`src/rtl/seg_display_arbiter_pkg.sv`:
```
// Shared types and constants for the two-digit 7-segment display arbiter.
package seg_disp_pkg;

   typedef enum logic [1:0] {
      ST_IDLE  = 2'd0,
      ST_SHOW  = 2'd1,
      ST_BLANK = 2'd2
   } state_t;

   // 1 s hold and 100 ms blank at 25 MHz
   localparam int unsigned DEF_HOLD_CYCLES  = 25_000_000;
   localparam int unsigned DEF_BLANK_CYCLES = 2_500_000;

   localparam int unsigned HI_MSB = 7;
   localparam int unsigned HI_LSB = 4;
   localparam int unsigned LO_MSB = 3;
   localparam int unsigned LO_LSB = 0;

endpackage

```
`src/rtl/seg_display_arbiter_rr_pick.sv`:
```
// Combinational round-robin picker: first requester after i_Ptr (wrapping) wins.
module seg_rr_pick
   import seg_disp_pkg::*;
#(
   parameter int unsigned NUM_REQ = 4,
   parameter int unsigned IDX_W   = $clog2(NUM_REQ)
) (
   input  logic [NUM_REQ-1:0] i_Req,
   input  logic [IDX_W-1:0]   i_Ptr,
   output logic [NUM_REQ-1:0] o_Onehot,
   output logic               o_Valid,
   output logic [IDX_W-1:0]   o_Idx
);

   logic [IDX_W-1:0] w_Cand;

   always_comb begin
      o_Onehot = '0;
      o_Valid  = 1'b0;
      o_Idx    = '0;
      w_Cand   = '0;
      for (int unsigned k = 1; k <= NUM_REQ; k++) begin
         w_Cand = IDX_W'((32'(i_Ptr) + k) % NUM_REQ);
         if (!o_Valid && i_Req[w_Cand]) begin
            o_Onehot[w_Cand] = 1'b1;
            o_Valid          = 1'b1;
            o_Idx            = w_Cand;
         end
      end
   end

endmodule

```
`src/rtl/seg_display_arbiter.sv`:
```
// Round-robin owner of the two-digit display with minimum hold and blank gap between owners.
module seg_display_arbiter
   import seg_disp_pkg::*;
#(
   parameter int unsigned NUM_REQ      = 4,
   parameter int unsigned DATA_W       = 8,
   parameter int unsigned HOLD_CYCLES  = DEF_HOLD_CYCLES,
   parameter int unsigned BLANK_CYCLES = DEF_BLANK_CYCLES
) (
   input  logic                      i_Clk,
   input  logic                      i_Rst_L,
   input  logic [NUM_REQ-1:0]        i_Req,
   input  logic [NUM_REQ*DATA_W-1:0] i_Data,
   output logic [NUM_REQ-1:0]        o_Grant,
   output logic [3:0]                o_Digit_Hi,
   output logic [3:0]                o_Digit_Lo,
   output logic                      o_Blank,
   output logic                      o_Busy
);

   localparam int unsigned MAX_CYC = (HOLD_CYCLES > BLANK_CYCLES) ? HOLD_CYCLES : BLANK_CYCLES;
   localparam int unsigned CNT_W   = $clog2(MAX_CYC);
   localparam int unsigned IDX_W   = $clog2(NUM_REQ);
   localparam logic [CNT_W-1:0] HOLD_LAST  = CNT_W'(HOLD_CYCLES - 1);
   localparam logic [CNT_W-1:0] BLANK_LAST = CNT_W'(BLANK_CYCLES - 1);

   state_t               r_State;
   logic [CNT_W-1:0]     r_Cnt;
   logic [IDX_W-1:0]     r_Ptr;
   logic [NUM_REQ-1:0]   r_Grant;
   logic [3:0]           r_Hi;
   logic [3:0]           r_Lo;
   logic                 r_Blank;
   logic                 r_Busy;

   logic [NUM_REQ-1:0]   w_Pick_Onehot;
   logic                 w_Pick_Valid;
   logic [IDX_W-1:0]     w_Pick_Idx;
   logic                 w_Owner_Req;
   logic                 w_Others;
   logic [DATA_W-1:0]    w_Owner_Byte;
   logic [DATA_W-1:0]    w_Pick_Byte;

   seg_rr_pick #(
      .NUM_REQ (NUM_REQ),
      .IDX_W   (IDX_W)
   ) u_pick (
      .i_Req    (i_Req),
      .i_Ptr    (r_Ptr),
      .o_Onehot (w_Pick_Onehot),
      .o_Valid  (w_Pick_Valid),
      .o_Idx    (w_Pick_Idx)
   );

   // The pointer always equals the current owner while in SHOW
   assign w_Owner_Req  = |(i_Req & r_Grant);
   assign w_Others     = |(i_Req & ~r_Grant);
   assign w_Owner_Byte = i_Data[32'(r_Ptr) * DATA_W +: DATA_W];
   assign w_Pick_Byte  = i_Data[32'(w_Pick_Idx) * DATA_W +: DATA_W];

   always_ff @(posedge i_Clk or negedge i_Rst_L) begin
      if (!i_Rst_L) begin
         r_State <= ST_IDLE;
         r_Cnt   <= '0;
         r_Ptr   <= IDX_W'(NUM_REQ - 1);
         r_Grant <= '0;
         r_Hi    <= '0;
         r_Lo    <= '0;
         r_Blank <= 1'b1;
         r_Busy  <= 1'b0;
      end else begin
         case (r_State)
            ST_IDLE: begin
               if (w_Pick_Valid) begin
                  r_State <= ST_SHOW;
                  r_Cnt   <= '0;
                  r_Ptr   <= w_Pick_Idx;
                  r_Grant <= w_Pick_Onehot;
                  r_Hi    <= w_Pick_Byte[HI_MSB:HI_LSB];
                  r_Lo    <= w_Pick_Byte[LO_MSB:LO_LSB];
                  r_Blank <= 1'b0;
                  r_Busy  <= 1'b1;
               end
            end
            ST_SHOW: begin
               if (!w_Owner_Req || (r_Cnt == HOLD_LAST && w_Others)) begin
                  r_State <= w_Others ? ST_BLANK : ST_IDLE;
                  r_Busy  <= w_Others;
                  r_Cnt   <= '0;
                  r_Grant <= '0;
                  r_Blank <= 1'b1;
               end else begin
                  r_Hi  <= w_Owner_Byte[HI_MSB:HI_LSB];
                  r_Lo  <= w_Owner_Byte[LO_MSB:LO_LSB];
                  r_Cnt <= (r_Cnt == HOLD_LAST) ? '0 : r_Cnt + CNT_W'(1);
               end
            end
            ST_BLANK: begin
               if (r_Cnt == BLANK_LAST) begin
                  r_Cnt <= '0;
                  if (w_Pick_Valid) begin
                     r_State <= ST_SHOW;
                     r_Ptr   <= w_Pick_Idx;
                     r_Grant <= w_Pick_Onehot;
                     r_Hi    <= w_Pick_Byte[HI_MSB:HI_LSB];
                     r_Lo    <= w_Pick_Byte[LO_MSB:LO_LSB];
                     r_Blank <= 1'b0;
                  end else begin
                     r_State <= ST_IDLE;
                     r_Busy  <= 1'b0;
                  end
               end else begin
                  r_Cnt <= r_Cnt + CNT_W'(1);
               end
            end
            default: begin
               r_State <= ST_IDLE;
               r_Cnt   <= '0;
               r_Grant <= '0;
               r_Blank <= 1'b1;
               r_Busy  <= 1'b0;
            end
         endcase
      end
   end

   assign o_Grant    = r_Grant;
   assign o_Digit_Hi = r_Hi;
   assign o_Digit_Lo = r_Lo;
   assign o_Blank    = r_Blank;
   assign o_Busy     = r_Busy;

   a_grant_onehot0: assert property (@(posedge i_Clk) disable iff (!i_Rst_L) $onehot0(r_Grant));

endmodule
```
`config.mk`:
```
export PLATFORM = sky130hd
export DESIGN_NAME = seg_display_arbiter
export DESIGN_NICKNAME = d
export VERILOG_FILES = /design/src/rtl/seg_display_arbiter_pkg.sv /design/src/rtl/seg_display_arbiter_rr_pick.sv /design/src/rtl/seg_display_arbiter.sv
export SDC_FILE = /design/constraint.sdc
export NUM_CORES = 1
export LEC_CHECK = 0
export CORE_MARGIN = 2
export CORE_UTILIZATION = 55
export CTS_CLUSTER_DIAMETER = 80
export DETAILED_ROUTE_END_ITERATION = 16
export PLACE_DENSITY = 0.86
export SETUP_SLACK_MARGIN = 0.05
export SLEW_MARGIN = 30
export SYNTH_ARGS = -nofsm -noshare
export SYNTH_HDL_FRONTEND = slang
export SYNTH_SLANG_ARGS = --single-unit
```
`constraint.sdc`:
```
create_clock -name i_Clk -period 3.87 [get_ports i_Clk]
set_input_delay 0.5805 -clock i_Clk [delete_from_list [all_inputs] [get_ports i_Clk]]
set_output_delay 0.5805 -clock i_Clk [all_outputs]
set_load 0.1 [all_outputs]
```
# Word level (Yosys, flattened, before mapping)
# Index checks and enable logic that the tools add are counted.
totals:
  reg_bits: 43
  word_cells: 124
classes:
  addsub: 5
  n_lt_le_gt_ge: 8
  n_eq_ne: 9
  n_shift: 2
  muxes: 63
  bitwise_logic: 6
  reduce_logical: 23
ops:
  columns: ["op", "n"]
  rows:
  - ["$mux W25", 4]
  - ["$pmux W25 S3", 1]
  - ["$shiftx A32 B6 Y8", 2]
  - ["$mux W4", 13]
  - ["$pmux W4 S3", 3]
  - ["$add A25 B1 Y25 const B", 1]
  - ["$eq A25 B22 Y1 const B", 1]
  - ["$eq A25 B25 Y1 const B", 1]
  - ["$mux W1", 20]
  - ["$mux W2", 10]
  - ["$lt A2 B3 Y1 const B", 4]
  - ["$or A4 B4 Y4", 3]
  - ["$and A4 B4 Y4", 2]
  - ["$bmux W1 S2", 4]
  - ["$demux W1 S2", 4]
  - ["$ge A2 B1 Y1 const B", 4]
  - ["$logic_and A1 B1 Y1", 8]
  - ["$ne A2 B2 Y1 const B", 4]
  - ["$reduce_or A4 Y1", 2]
  - ["$pmux W1 S3", 2]
  - ["$pmux W2 S3", 1]
  - ["$reduce_and A3 Y1", 2]
  - ["$add A2 B1 Y2 const B", 2]
  - ["$add A2 B2 Y2 const B", 2]
  - ["other kinds (12)", 16]

# Longest topological paths before layout
# Gate-level depths: netlist of the first run.
depth:
  depth_word: 17
  ltp_mapped: 12
  depth_no_buf: 8

# Modules after synthesis
# A second synthesis of the first run with hierarchy kept.
hier_totals:
  hier_cells: 392
  area_unflattened_um2: 3723.6
by_module_without_submodules:
  columns: ["mod", "instances", "cells_each", "area_per_inst_um2", "seq_area_each_um2"]
  rows:
  - ["seg_display_arbiter", 1, 307, 3091.7, 1079.8]
  - ["seg_rr_pick", 1, 85, 631.9, 0.0]

# Worst setup path before layout of the first run
# OpenSTA, ideal clock, no wires.
synth_path:
  kind: "reg-to-reg"
  start: "reg r_Ptr[0]"
  end: "reg r_State[1]"
  setup_ps: 125
  arrival_time_ps: 3113
  path_slack_ps: 632
  path_stages_with_launch: 11
  path_buffers: 3
  period_less_slack_ps: 3238
  path_cell_list: "dfstp_2 buf_2 inv_1 ha_1 buf_6 mux4_2 buf_6 nor4_1 nand2_1 nand3_1 mux2_2"
synth_via:
  elab_chain_len: 15
  word_cells_on_any_way: 24
  classes_between: "add/sub: 4; eq/ne: 1; mux: 12; reduce/logical: 7"
synth_lines:
  columns: ["element", "line", "rtl"]
  rows:
  - ["start: declaration", "seg_display_arbiter.sv:29", "logic [IDX_W-1:0] r_Ptr;"]
  - ["start signal: assignment", "seg_display_arbiter.sv:65", "r_Ptr <= IDX_W'(NUM_REQ - 1);"]
  - ["start signal: assignment", "seg_display_arbiter.sv:77", "r_Ptr <= w_Pick_Idx;"]
  - ["start signal: assignment", "seg_display_arbiter.sv:103", "r_Ptr <= w_Pick_Idx;"]
  - ["$add A2 B1 Y2", "seg_display_arbiter_rr_pick.sv:23", "w_Cand = IDX_W'((32'(i_Ptr) + k) % NUM_REQ);"]
  - ["$bmux W1 S2", "seg_display_arbiter_rr_pick.sv:24", "if (!o_Valid && i_Req[w_Cand]) begin"]
  - ["$mux W1 (not written as such)", "seg_display_arbiter_rr_pick.sv:24", null]
  - ["$mux W1", "seg_display_arbiter_rr_pick.sv:24", null]
  - ["$logic_not A1 Y1", "seg_display_arbiter_rr_pick.sv:24", null]
  - ["$logic_and A1 B1 Y1", "seg_display_arbiter_rr_pick.sv:24", null]
  - ["$mux W1", "seg_display_arbiter_rr_pick.sv:24", null]
  - ["$logic_not A1 Y1", "seg_display_arbiter_rr_pick.sv:24", null]
  - ["$logic_and A1 B1 Y1", "seg_display_arbiter_rr_pick.sv:24", null]
  - ["$mux W1", "seg_display_arbiter_rr_pick.sv:24", null]
  - ["$logic_not A1 Y1", "seg_display_arbiter_rr_pick.sv:24", null]
  - ["$logic_and A1 B1 Y1", "seg_display_arbiter_rr_pick.sv:24", null]
  - ["$mux W1 *", "seg_display_arbiter_rr_pick.sv:24", null]
  - ["$ne A2 B1 Y1 (no line) *", null, null]
  - ["$reduce_and A3 Y1 (no line) *", null, null]
  - ["end signal: assignment", "seg_display_arbiter.sv:87", "r_State <= w_Others ? ST_BLANK : ST_IDLE;"]
  - ["end: declaration", "seg_display_arbiter.sv:27", "state_t r_State;"]
# Every way passes the cells marked *; elsewhere a longest branch is shown, timed or not. The select of a mux whose other input is x is not followed.
# A chain may end at the register's enable or synchronous reset.

# Worst setup path in the final report of the first run
layout_path:
  start: "reg r_Ptr[0]"
  end: "reg r_Cnt[18]"
layout_via:
  elab_chain_len: 14
  word_cells_on_any_way: 23
  classes_between: "add/sub: 4; eq/ne: 1; mux: 12; reduce/logical: 6"
layout_lines:
  columns: ["element", "line", "rtl"]
  rows:
  - ["$add A2 B1 Y2", "seg_display_arbiter_rr_pick.sv:23", null]
  - ["$bmux W1 S2", "seg_display_arbiter_rr_pick.sv:24", null]
  - ["$mux W1 (not written as such)", "seg_display_arbiter_rr_pick.sv:24", null]
  - ["$mux W1", "seg_display_arbiter_rr_pick.sv:24", null]
  - ["$logic_not A1 Y1", "seg_display_arbiter_rr_pick.sv:24", null]
  - ["$logic_and A1 B1 Y1", "seg_display_arbiter_rr_pick.sv:24", null]
  - ["$mux W1", "seg_display_arbiter_rr_pick.sv:24", null]
  - ["$logic_not A1 Y1", "seg_display_arbiter_rr_pick.sv:24", null]
  - ["$logic_and A1 B1 Y1", "seg_display_arbiter_rr_pick.sv:24", null]
  - ["$mux W1", "seg_display_arbiter_rr_pick.sv:24", null]
  - ["$logic_not A1 Y1", "seg_display_arbiter_rr_pick.sv:24", null]
  - ["$logic_and A1 B1 Y1", "seg_display_arbiter_rr_pick.sv:24", null]
  - ["$mux W1 *", "seg_display_arbiter_rr_pick.sv:24", null]
  - ["$ne A2 B1 Y1 (no line) *", null, null]
  - ["end signal: assignment", "seg_display_arbiter.sv:95", "r_Cnt <= (r_Cnt == HOLD_LAST) ? '0 : r_Cnt + CNT_W'(1);"]
  - ["end signal: assignment", "seg_display_arbiter.sv:113", "r_Cnt <= r_Cnt + CNT_W'(1);"]
  - ["end: declaration", "seg_display_arbiter.sv:28", "logic [CNT_W-1:0] r_Cnt;"]
# Marked as above.

==> impl_metrics.ini, run 1 <==
[outcome]
status = complete, no violations

[logic_synthesis]
synth_seq_cells = 43
yosys.cell_types.count = 56
number_of_enable_type_register_cells_in_the_synthesized_netlist = 0
synth_warnings = 0
postSynthCellCount = 384
asyncSetResetFlopFracSynth = 1.00
synthFlopType = sky130_fd_sc_hd__dfrtp_1
per_instance_average_area_after_synthesis_um2 = 9.14
ys_seq_area_frac = 0.308
synth_nets = 435
synth.cell_area_um2 = 3510

[sta]
timing.final.setup_violations = 0
timing.slew.headroom = 0.336
skew_ns = 0.00860
final.period_utilization = 0.847
rsz0062_at_grt = no
max_clock_freq_mhz = 305
hold_viol = 0
tightest_slew_ns = 0.993
final.hold.worst_slack_ns = 0.259
final_critical_path_setup_slack_ns = 0.593
setup_tns_ns = 0
timing.final.max_slew_violations = 0
timing.final.crit_period_ns = 3.28

[cells_and_area]
util_after_layout = 0.656
areaGrowthSynthToFinish_pct = 17.2
final_common_cell = sky130_fd_sc_hd__clkdlybuf4s50_1
antennaDiodeCount = 0
mostFrequentLayoutCells = sky130_fd_sc_hd__clkdlybuf4s50_1 (50), sky130_fd_sc_hd__dfrtp_1 (40), sky130_fd_sc_hd__nor2_1 (34)
final_net_count = 476
final_cells = 503
drive_gt1_frac = 0.106

[route]
wl_per_cell_um = 16.1
drt_first_iter_violations = 195
vias_per_cell = 6.26
route.vias.total = 3151
ant_nets = 0
drt_wl_total_um = 8100
drt_pass1_iterations = 5
post-route-drc-count = 0

[global_route]
grt.total_usage = 0.239
initial_antenna_violation_count = 0
grt_overflow = 0
largest_net_degree_at_the_start_of_global_routing = 44
grt_first_pass_wirelength_um = 14000
via_count_of_the_first_global_routing_pass = 3042

[place]
routability_congestion = 0.867
detailedPlace.worstSlack_ns = 0.454
dpl.hpwl_um = 6170
placedCellCount = 495
port-buffer-count = 51

[power_and_ir_drop]
static-leakage-power_nw = 1.54
cellPowerDensity_nw_per_um2 = 766
vdd.ir_drop.worst_mv = 0.581

[floorplan]
placement_rows = 29
die_height_um = 83.9
die_area_um2 = 7040
pin_count = 52
start_util = 0.559
floorplan.core_area_um2 = 6280
fp.dieW_um = 83.9

[job]
maxCapViolations = 0

[cts]
postcts_setup_bufs = 0
cts_root_buf = sky130_fd_sc_hd__clkbuf_8
cts-buffers-inserted = 5
worstSkewPairLatency_ns = 0.30
cts.sinks = 43
tritoncts = done
htreeDepth = 2
cts_hold_buf = 0
number_of_instances_resized_during_post_cts_repair = 0
cts_buffer_depth = 2
clkSlewWorstSetupHoldPaths_ns = 0.08

[worst_setup_path]
crit_path_cell_trace = inv_1 > ha_1 > mux4_2 > or4_4 > o211ai_2 > nor2_1 > xnor2_1 > nor2_1
crit_required_ns = 4.05
cp_max_fo = 12
start_kind = flop
setup.reg_to_reg.worst_slack_ns = 0.59
cp_data_arrival_time_ns = 3.45
max_stage_delay_ns = 0.69
timing.critical_path.to_type = flop
worst_path_max_delay_cell = sky130_fd_sc_hd__mux4_2
crit_type = flop to flop
worst_path_most_repeated_cell = sky130_fd_sc_hd__nor2_1

[hold_path]
timing.hold.worst.class = primary input to async pin
-- synth_stat cells, types with 2 or more instances --
master,count,share of area
sky130_fd_sc_hd__a211oi_1,10,0.021
sky130_fd_sc_hd__a21boi_0,17,0.036
sky130_fd_sc_hd__a21oi_1,14,0.020
sky130_fd_sc_hd__a22o_1,5,0.012
sky130_fd_sc_hd__a22oi_1,10,0.021
sky130_fd_sc_hd__a31oi_1,10,0.018
sky130_fd_sc_hd__and2_1,3,0.0053
sky130_fd_sc_hd__and3_1,20,0.036
sky130_fd_sc_hd__and4b_1,2,0.0057
sky130_fd_sc_hd__buf_2,5,0.0071
sky130_fd_sc_hd__buf_6,8,0.026
sky130_fd_sc_hd__clkbuf_1,9,0.0096
sky130_fd_sc_hd__dfrtp_1,40,0.29
sky130_fd_sc_hd__dfstp_2,3,0.022
sky130_fd_sc_hd__ha_1,13,0.046
sky130_fd_sc_hd__inv_1,15,0.016
sky130_fd_sc_hd__mux2_2,3,0.0096
sky130_fd_sc_hd__mux2i_1,4,0.011
sky130_fd_sc_hd__mux4_2,12,0.077
sky130_fd_sc_hd__nand2_1,22,0.024
sky130_fd_sc_hd__nand2b_1,4,0.0071
sky130_fd_sc_hd__nand3_1,9,0.013
sky130_fd_sc_hd__nand4_1,9,0.016
sky130_fd_sc_hd__nor2_1,34,0.036
sky130_fd_sc_hd__nor2_4,2,0.0064
sky130_fd_sc_hd__nor2b_1,8,0.014
sky130_fd_sc_hd__nor3_1,6,0.0086
sky130_fd_sc_hd__nor4_1,4,0.0071
sky130_fd_sc_hd__nor4b_1,2,0.0050
sky130_fd_sc_hd__o211ai_1,2,0.0043
sky130_fd_sc_hd__o211ai_2,3,0.011
sky130_fd_sc_hd__o21a_1,3,0.0064
sky130_fd_sc_hd__o21ai_0,30,0.043
sky130_fd_sc_hd__o22ai_1,4,0.0071
sky130_fd_sc_hd__o31ai_1,2,0.0043
sky130_fd_sc_hd__or4_1,3,0.0064
sky130_fd_sc_hd__xnor2_1,14,0.035
sky130_fd_sc_hd__xor2_1,2,0.0050
-- report_power, final --
part | total (mW) | internal (mW) | switching (mW) | leakage [nW]
Combinational | 2.18 | 0.770 | 1.41 | 0.927
Clock | 0.345 | 0.193 | 0.152 | 0.0524
Sequential | 0.631 | 0.562 | 0.0688 | 0.563
-- final cells by class --
type                    count  area (µm²)
multi-input cells         303        2220
fillers                   489        2160
flip-flops and latches     43        1080
repair buffers             57         553
well taps                  77        96.3
clock buffers               7        76.3
inverters                  15        56.3
clock inverters             1        30.0
-- worst max-delay path: cells and delay by family, from the launching register on --
kind / cells / cell delay, ns
AND/OR/NAND/NOR: 3 / 0.82
multiplexers: 1 / 0.69
adder cells (fa/ha/maj): 1 / 0.54
flip-flops: 1 / 0.53
AO/OA/AOI/OAI: 1 / 0.29
XOR/XNOR: 1 / 0.18
buffers and inverters: 1 / 0.11
-- layer usage --
layer,vias to the layer above,part of all wire,track usage
li1,1514,-,-
met1,1505,0.44,0.313
met2,118,0.49,0.404
met3,14,0.054,0.0386
met4,0,0.017,0.0762
met5,-,0,0
-- sequential cells by signal (all words and copies together) (netlist names) --
register,flops
o_Grant,4
o_Busy,1
o_Blank,1
r_Cnt,25
r_State,2
o_Digit_Lo,4
r_Ptr,2
o_Digit_Hi,4
-- stage by stage --
step	total power, mW	area (µm²)
global placement	2.74	4010
CTS	3.15	4110
global route	3.38	4120
finish	3.15	4120
floorplan	2.42	3510
detailed placement	2.80	4010
-- path summary, 6_finish.rpt --
kind | cells after the start | end | startpoint
max in group asynchronous | 1 | r_Ptr[0] | i_Rst_L
worst max register to register | 8 | r_Cnt[18] | r_Ptr[0]
worst min register to register | 1 | r_Cnt[15] | r_Cnt[15]
min in group i_Clk | 1 | r_Cnt[15] | r_Cnt[15]
worst max-delay path | 8 | r_Cnt[18] | r_Ptr[0]
worst min-delay path | 1 | r_Cnt[2] | i_Rst_L
-- cells by family after synthesis --
kind of cell / share of synthesized area
AOI/OAI and AO/OA: 0.238
xor gates and xnor gates: 0.0399
muxes: 0.101
and+or+nand+nor: 0.208
DFF: 0.308
buffers and inverters: 0.0595
adders and majority gates: 0.0463
Power figures use the tool's default switching activity.
==> run 2, diff against run 1 <==
CORE_UTILIZATION = 50   (was 55)
PLACE_DENSITY = 0.82   (was 0.86)
clock period = 2.74 ns   (was 3.87 ns; I/O delays follow)
==> impl_metrics.ini, run 2 (synthesis gave the netlist of run 1 again) <==
[cts]
cts.sinks = 43
clkSlewWorstSetupHoldPaths_ns = 0.09
tritoncts = done
cts-buffers-inserted = 5
htreeDepth = 2
cts_buffer_depth = 2
cts_root_buf = sky130_fd_sc_hd__clkbuf_8
worstSkewPairLatency_ns = 0.29

[cells_and_area]
final_net_count = 506
drive_gt1_frac = 0.254
final_common_cell = sky130_fd_sc_hd__buf_4
largest-register = r_Cnt
areaGrowthSynthToFinish_pct = 26.5
antennaDiodeCount = 0
largest_register_ff_count = 25
util_after_layout = 0.654
num-fill-cells = 557
mostFrequentLayoutCells = sky130_fd_sc_hd__buf_4 (50), sky130_fd_sc_hd__dfrtp_1 (40), sky130_fd_sc_hd__clkdlybuf4s50_1 (36)

[floorplan]
die_area_um2 = 7710
placement_rows = 30
die_height_um = 87.8
floorplan.core_area_um2 = 6790
start_util = 0.517
fp.dieW_um = 87.8
pin_count = 52

[global_route]
largest_net_degree_at_the_start_of_global_routing = 44
grt_overflow = 0
grt.met2_usage = 0.408
global_route.usage.met3 = 0.0320
grtUsageMet1 = 0.299
grt_first_pass_wirelength_um = 14300
initial_antenna_violation_count = 0
via_count_of_the_first_global_routing_pass = 3094
global_route_layer_with_the_greatest_usage = met2
grt.total_usage = 0.232

[sta]
rsz0062_at_grt = yes
timing.final.setup_violations = 0
tightest_slew_ns = 0.561
final_critical_path_setup_slack_ns = 0.00384
final.period_utilization = 0.999
max_clock_freq_mhz = 365
timing.slew.headroom = 0.623
hold_viol = 0
skew_ns = 0.0125
timing.final.crit_period_ns = 2.74
setup_tns_ns = 0
timing.final.max_slew_violations = 0

[place]
routability_congestion = 0.933
port-buffer-count = 51
detailedPlace.worstSlack_ns = -0.136
dpl.hpwl_um = 6590

[route]
drt_pass1_iterations = 4
wl_per_cell_um = 15.5
drt_wl_total_um = 8560
ant_nets = 0
drt_first_iter_violations = 155
post-route-drc-count = 0
route.vias.total = 3242
vias_per_cell = 5.87

[worst_setup_path]
start_kind = flop
timing.critical_path.to_type = flop
cp_max_fo = 8
cp_data_arrival_time_ns = 2.90
crit_type = flop to flop
crit_required_ns = 2.90

[job]
maxCapViolations = 0

[power_and_ir_drop]
static-leakage-power_nw = 1.73
cellPowerDensity_nw_per_um2 = 1080
vdd.ir_drop.worst_mv = 0.664

[hold_path]
timing.hold.worst.class = primary input to async pin

[outcome]
status = complete, no violations
run 2: layout make-up:
class	instances	area [µm²]	area share
multi-input combinational	303	2350	0.529
sequential	43	1080	0.243
timing repair buffer	87	747	0.168
tap	96	120	0.0270
clock buffer	5	68.8	0.0155
inverter	15	61.3	0.0138
clock inverter	3	15.0	0.00338
run 2: final timing paths:
kind                            from        end  slack [ns]  cells past startpoint
min                          i_Rst_L     o_Busy         0.1                      1
max reg2reg                 r_Ptr[0]  r_Cnt[24]       0.004                      8
max                         r_Ptr[0]  r_Cnt[24]       0.004                      8
max in group asynchronous    i_Rst_L   r_Ptr[1]        2.27                      1
min reg2reg                r_Cnt[15]  r_Cnt[15]        0.53                      1
min in group i_Clk         r_Cnt[15]  r_Cnt[15]        0.53                      1
run 2: worst max-delay path, cell delays in order, from the launching register on:
cell and delay, ns:
sky130_fd_sc_hd__dfstp_2 0.58, sky130_fd_sc_hd__inv_6 0.04, sky130_fd_sc_hd__ha_4 0.26, sky130_fd_sc_hd__mux4_2 0.52
sky130_fd_sc_hd__or4_4 0.61, sky130_fd_sc_hd__o211ai_4 0.28, sky130_fd_sc_hd__nor3_1 0.10, sky130_fd_sc_hd__xnor2_1 0.15
sky130_fd_sc_hd__nor2_1 0.06
run 2: report_power, final:
part / switching (mW) / internal, mW / total [mW]
sequential: 0.118 / 0.795 / 0.913
clock: 0.213 / 0.175 / 0.388
combinational: 2.13 / 1.35 / 3.48
total: 2.46 / 2.32 / 4.78
run 2: per-layer routing:
layer | routed length [µm] | vias to the layer above
met5 | 0 | -
met4 | 110 | 0
met3 | 386 | 15
met2 | 4400 | 100
met1 | 3660 | 1552
li1 | - | 1575
run 2: metrics by stage:
step / power [mW] / cell area [µm²] / cells / hold WS (ns)
floorplan: 3.59 / 3620 / 384 / 0.115
global placement: 4.23 / 4290 / 541 / 0.506
detailed placement: 4.31 / 4290 / 541 / 0.516
CTS: 4.71 / 4380 / 550 / 0.287
global route: 5.13 / 4440 / 552 / 0.136
finish: 4.78 / 4440 / 552 / 0.0961
run 2: repair_timing:
item,CTS,global route
gates resized for setup,1,11
pin swaps,1,8
buffers inserted,1,2
setup endpoints to repair,10,32
hold buffers,0,0
==> run 3, diff against run 2 <==
--- a/config.mk
+++ b/config.mk
@@ -10,4 +10,5 @@
 export CTS_CLUSTER_DIAMETER = 80
 export DETAILED_ROUTE_END_ITERATION = 16
+export HOLD_SLACK_MARGIN = 0.12
 export PLACE_DENSITY = 0.82
 export SETUP_SLACK_MARGIN = 0.05
==> constraint.sdc (replaced) <==
create_clock -name i_Clk -period 2.74 [get_ports i_Clk]
set_input_delay 0.411 -clock i_Clk [delete_from_list [all_inputs] [get_ports i_Clk]]
set_output_delay 0.411 -clock i_Clk [all_outputs]
set_load 0.01 [all_outputs]
==> impl_metrics.ini, run 3 (synthesis gave the netlist of run 1 again) <==
[cts]
cts_root_buf = sky130_fd_sc_hd__clkbuf_8
tritoncts = done
htreeDepth = 2
cts-buffers-inserted = 5
clkSlewWorstSetupHoldPaths_ns = 0.09
cts.sinks = 43
cts_buffer_depth = 2
worstSkewPairLatency_ns = 0.30
cts_hold_buf = 0

[power_and_ir_drop]
cellPowerDensity_nw_per_um2 = 954
combinationalPowerShare = 0.686
vdd.ir_drop.worst_mv = 0.730
power.share.switching = 0.445
intPower_mw = 2.40
seq_power_share = 0.212
static-leakage-power_nw = 1.71
p_clk_frac = 0.102
power.switching_mw = 1.93

[global_route]
largest_net_degree_at_the_start_of_global_routing = 44
grt_first_pass_wirelength_um = 15000
global_route.usage.met3 = 0.0302
global_route_layer_with_the_greatest_usage = met2
grt.met2_usage = 0.430
grt_overflow = 0
grt.total_usage = 0.242
initial_antenna_violation_count = 0
via_count_of_the_first_global_routing_pass = 3245
grtUsageMet1 = 0.305

[worst_setup_path]
cp_data_arrival_time_ns = 2.92
crit_required_ns = 2.92
origin_of_the_critical_flop_to_flop_path = r_Ptr[0]
crit_path_cell_trace = inv_6 > ha_4 > mux4_2 > or4_4 > o211ai_4 > nor2_1 > xnor2_1 > nor2_1
critPathBufInv = 1
r2r_end = r_Cnt[18]
start_kind = flop
reg2reg_depth = 8
cp_max_fo = 8
crit_type = flop to flop
worst_path_most_repeated_cell = sky130_fd_sc_hd__nor2_1
max_stage_delay_ns = 0.61
setup.reg_to_reg.worst_slack_ns = 0.006
timing.critical_path.to_type = flop
cp_top_family = simple AND/OR/NAND/NOR gates
worst_path_max_delay_cell = sky130_fd_sc_hd__or4_4

[sta]
final_critical_path_setup_slack_ns = 0.00601
rsz0062_at_grt = yes
setup_tns_ns = 0
hold_viol = 0
final.period_utilization = 0.998
timing.final.max_slew_violations = 0
timing.final.setup_violations = 0
max_clock_freq_mhz = 366
tightest_slew_ns = 0.548
skew_ns = 0.00775
timing.final.crit_period_ns = 2.73
timing.slew.headroom = 0.635

[cells_and_area]
final_common_cell = sky130_fd_sc_hd__clkdlybuf4s50_1
largest-register = r_Cnt
mostFrequentLayoutCells = sky130_fd_sc_hd__clkdlybuf4s50_1 (50), sky130_fd_sc_hd__dfrtp_1 (40), sky130_fd_sc_hd__buf_4 (36)
final_cells = 553
drive_gt1_frac = 0.230
areaGrowthSynthToFinish_pct = 29.1
final_net_count = 507
largest_register_ff_count = 25
antennaDiodeCount = 0

[floorplan]
start_util = 0.517
fp.dieW_um = 87.8
die_height_um = 87.8
die_area_um2 = 7710
pin_count = 52
floorplan.core_area_um2 = 6790
placement_rows = 30

[route]
drt_wl_total_um = 8930
vias_per_cell = 6.07
wl_per_cell_um = 16.2
drt_pass1_iterations = 7
route.vias.total = 3359
ant_nets = 0
post-route-drc-count = 0
drt_first_iter_violations = 173

[place]
placedCellCount = 542
port-buffer-count = 51
routability_congestion = 0.993
dpl.hpwl_um = 6670
detailedPlace.worstSlack_ns = -0.185

[hold_path]
timing.hold.worst.class = primary input to async pin

[outcome]
status = complete, no violations

[job]
maxCapViolations = 0
run 3: cell count changes in the layout (fill, tap and decap cells not counted), sizes merged:
cell           change
clkdlybuf4s50     +14
buf               -13
clkinv             -2
clkbuf             +1
clkinvlp           +1
run 3: repair_timing:
action	4_1_cts	5_1_grt
gates resized for setup	2	20
pin swaps	3	9
setup buffers	0	3
cloned	0	0
setup endpoints to repair	16	36
run 3: per-layer routing:
layer / vias up / wire length, µm / share of wire
li1: 1582 / - / -
met1: 1641 / 3730 / 0.42
met2: 121 / 4640 / 0.52
met3: 15 / 394 / 0.044
met4: 0 / 170 / 0.019
met5: - / 0 / 0
run 3: cell type report:
| class | instances | area, µm² |
|---|---|---|
| Clock buffer | 6 | 82.6 |
| Multi-Input combinational cell | 303 | 2370 |
| Sequential cell | 43 | 1080 |
| Fill cell | 559 | 2260 |
| Tap cell | 96 | 120 |
| Clock inverter | 2 | 16.3 |
| Timing Repair Buffer | 88 | 802 |
| Inverter | 15 | 61.3 |
run 3: metrics by stage:
| stage | power [mW] | instance area, µm² | hold WS, ns | util |
|---|---|---|---|---|
| after floorplan | 3.00 | 3620 | 0.115 | - |
| after global placement | 3.67 | 4330 | 0.507 | 0.638 |
| after detailed placement | 3.77 | 4330 | 0.515 | 0.638 |
| after CTS | 4.22 | 4440 | 0.283 | 0.653 |
| after global routing | 4.66 | 4530 | 0.129 | 0.667 |
| final | 4.32 | 4530 | 0.0950 | 0.667 |
run 3: worst max path at each step:
stage | startpoint | end | cells after the start
3_3_place_gp | i_Req[1] | o_Digit_Lo[1] | 9
5_1_grt | r_Ptr[0] | r_Cnt[22] | 8
3_5_place_dp | i_Req[1] | o_Digit_Lo[2] | 9
2_1_floorplan | r_Ptr[0] | o_Busy | 10
6_report | r_Ptr[0] | r_Cnt[18] | 8
4_1_cts | r_Ptr[0] | r_Cnt[22] | 8
run 3: power groups by stage:
stage          combinational, mW  clock [mW]  sequential (mW)
6_report                    2.97       0.439            0.917
5_1_grt                     3.24       0.484            0.934
4_1_cts                     2.86       0.444            0.917
3_5_place_dp                2.85           0            0.928
3_3_place_gp                2.75           0            0.923
2_1_floorplan               2.04           0            0.955
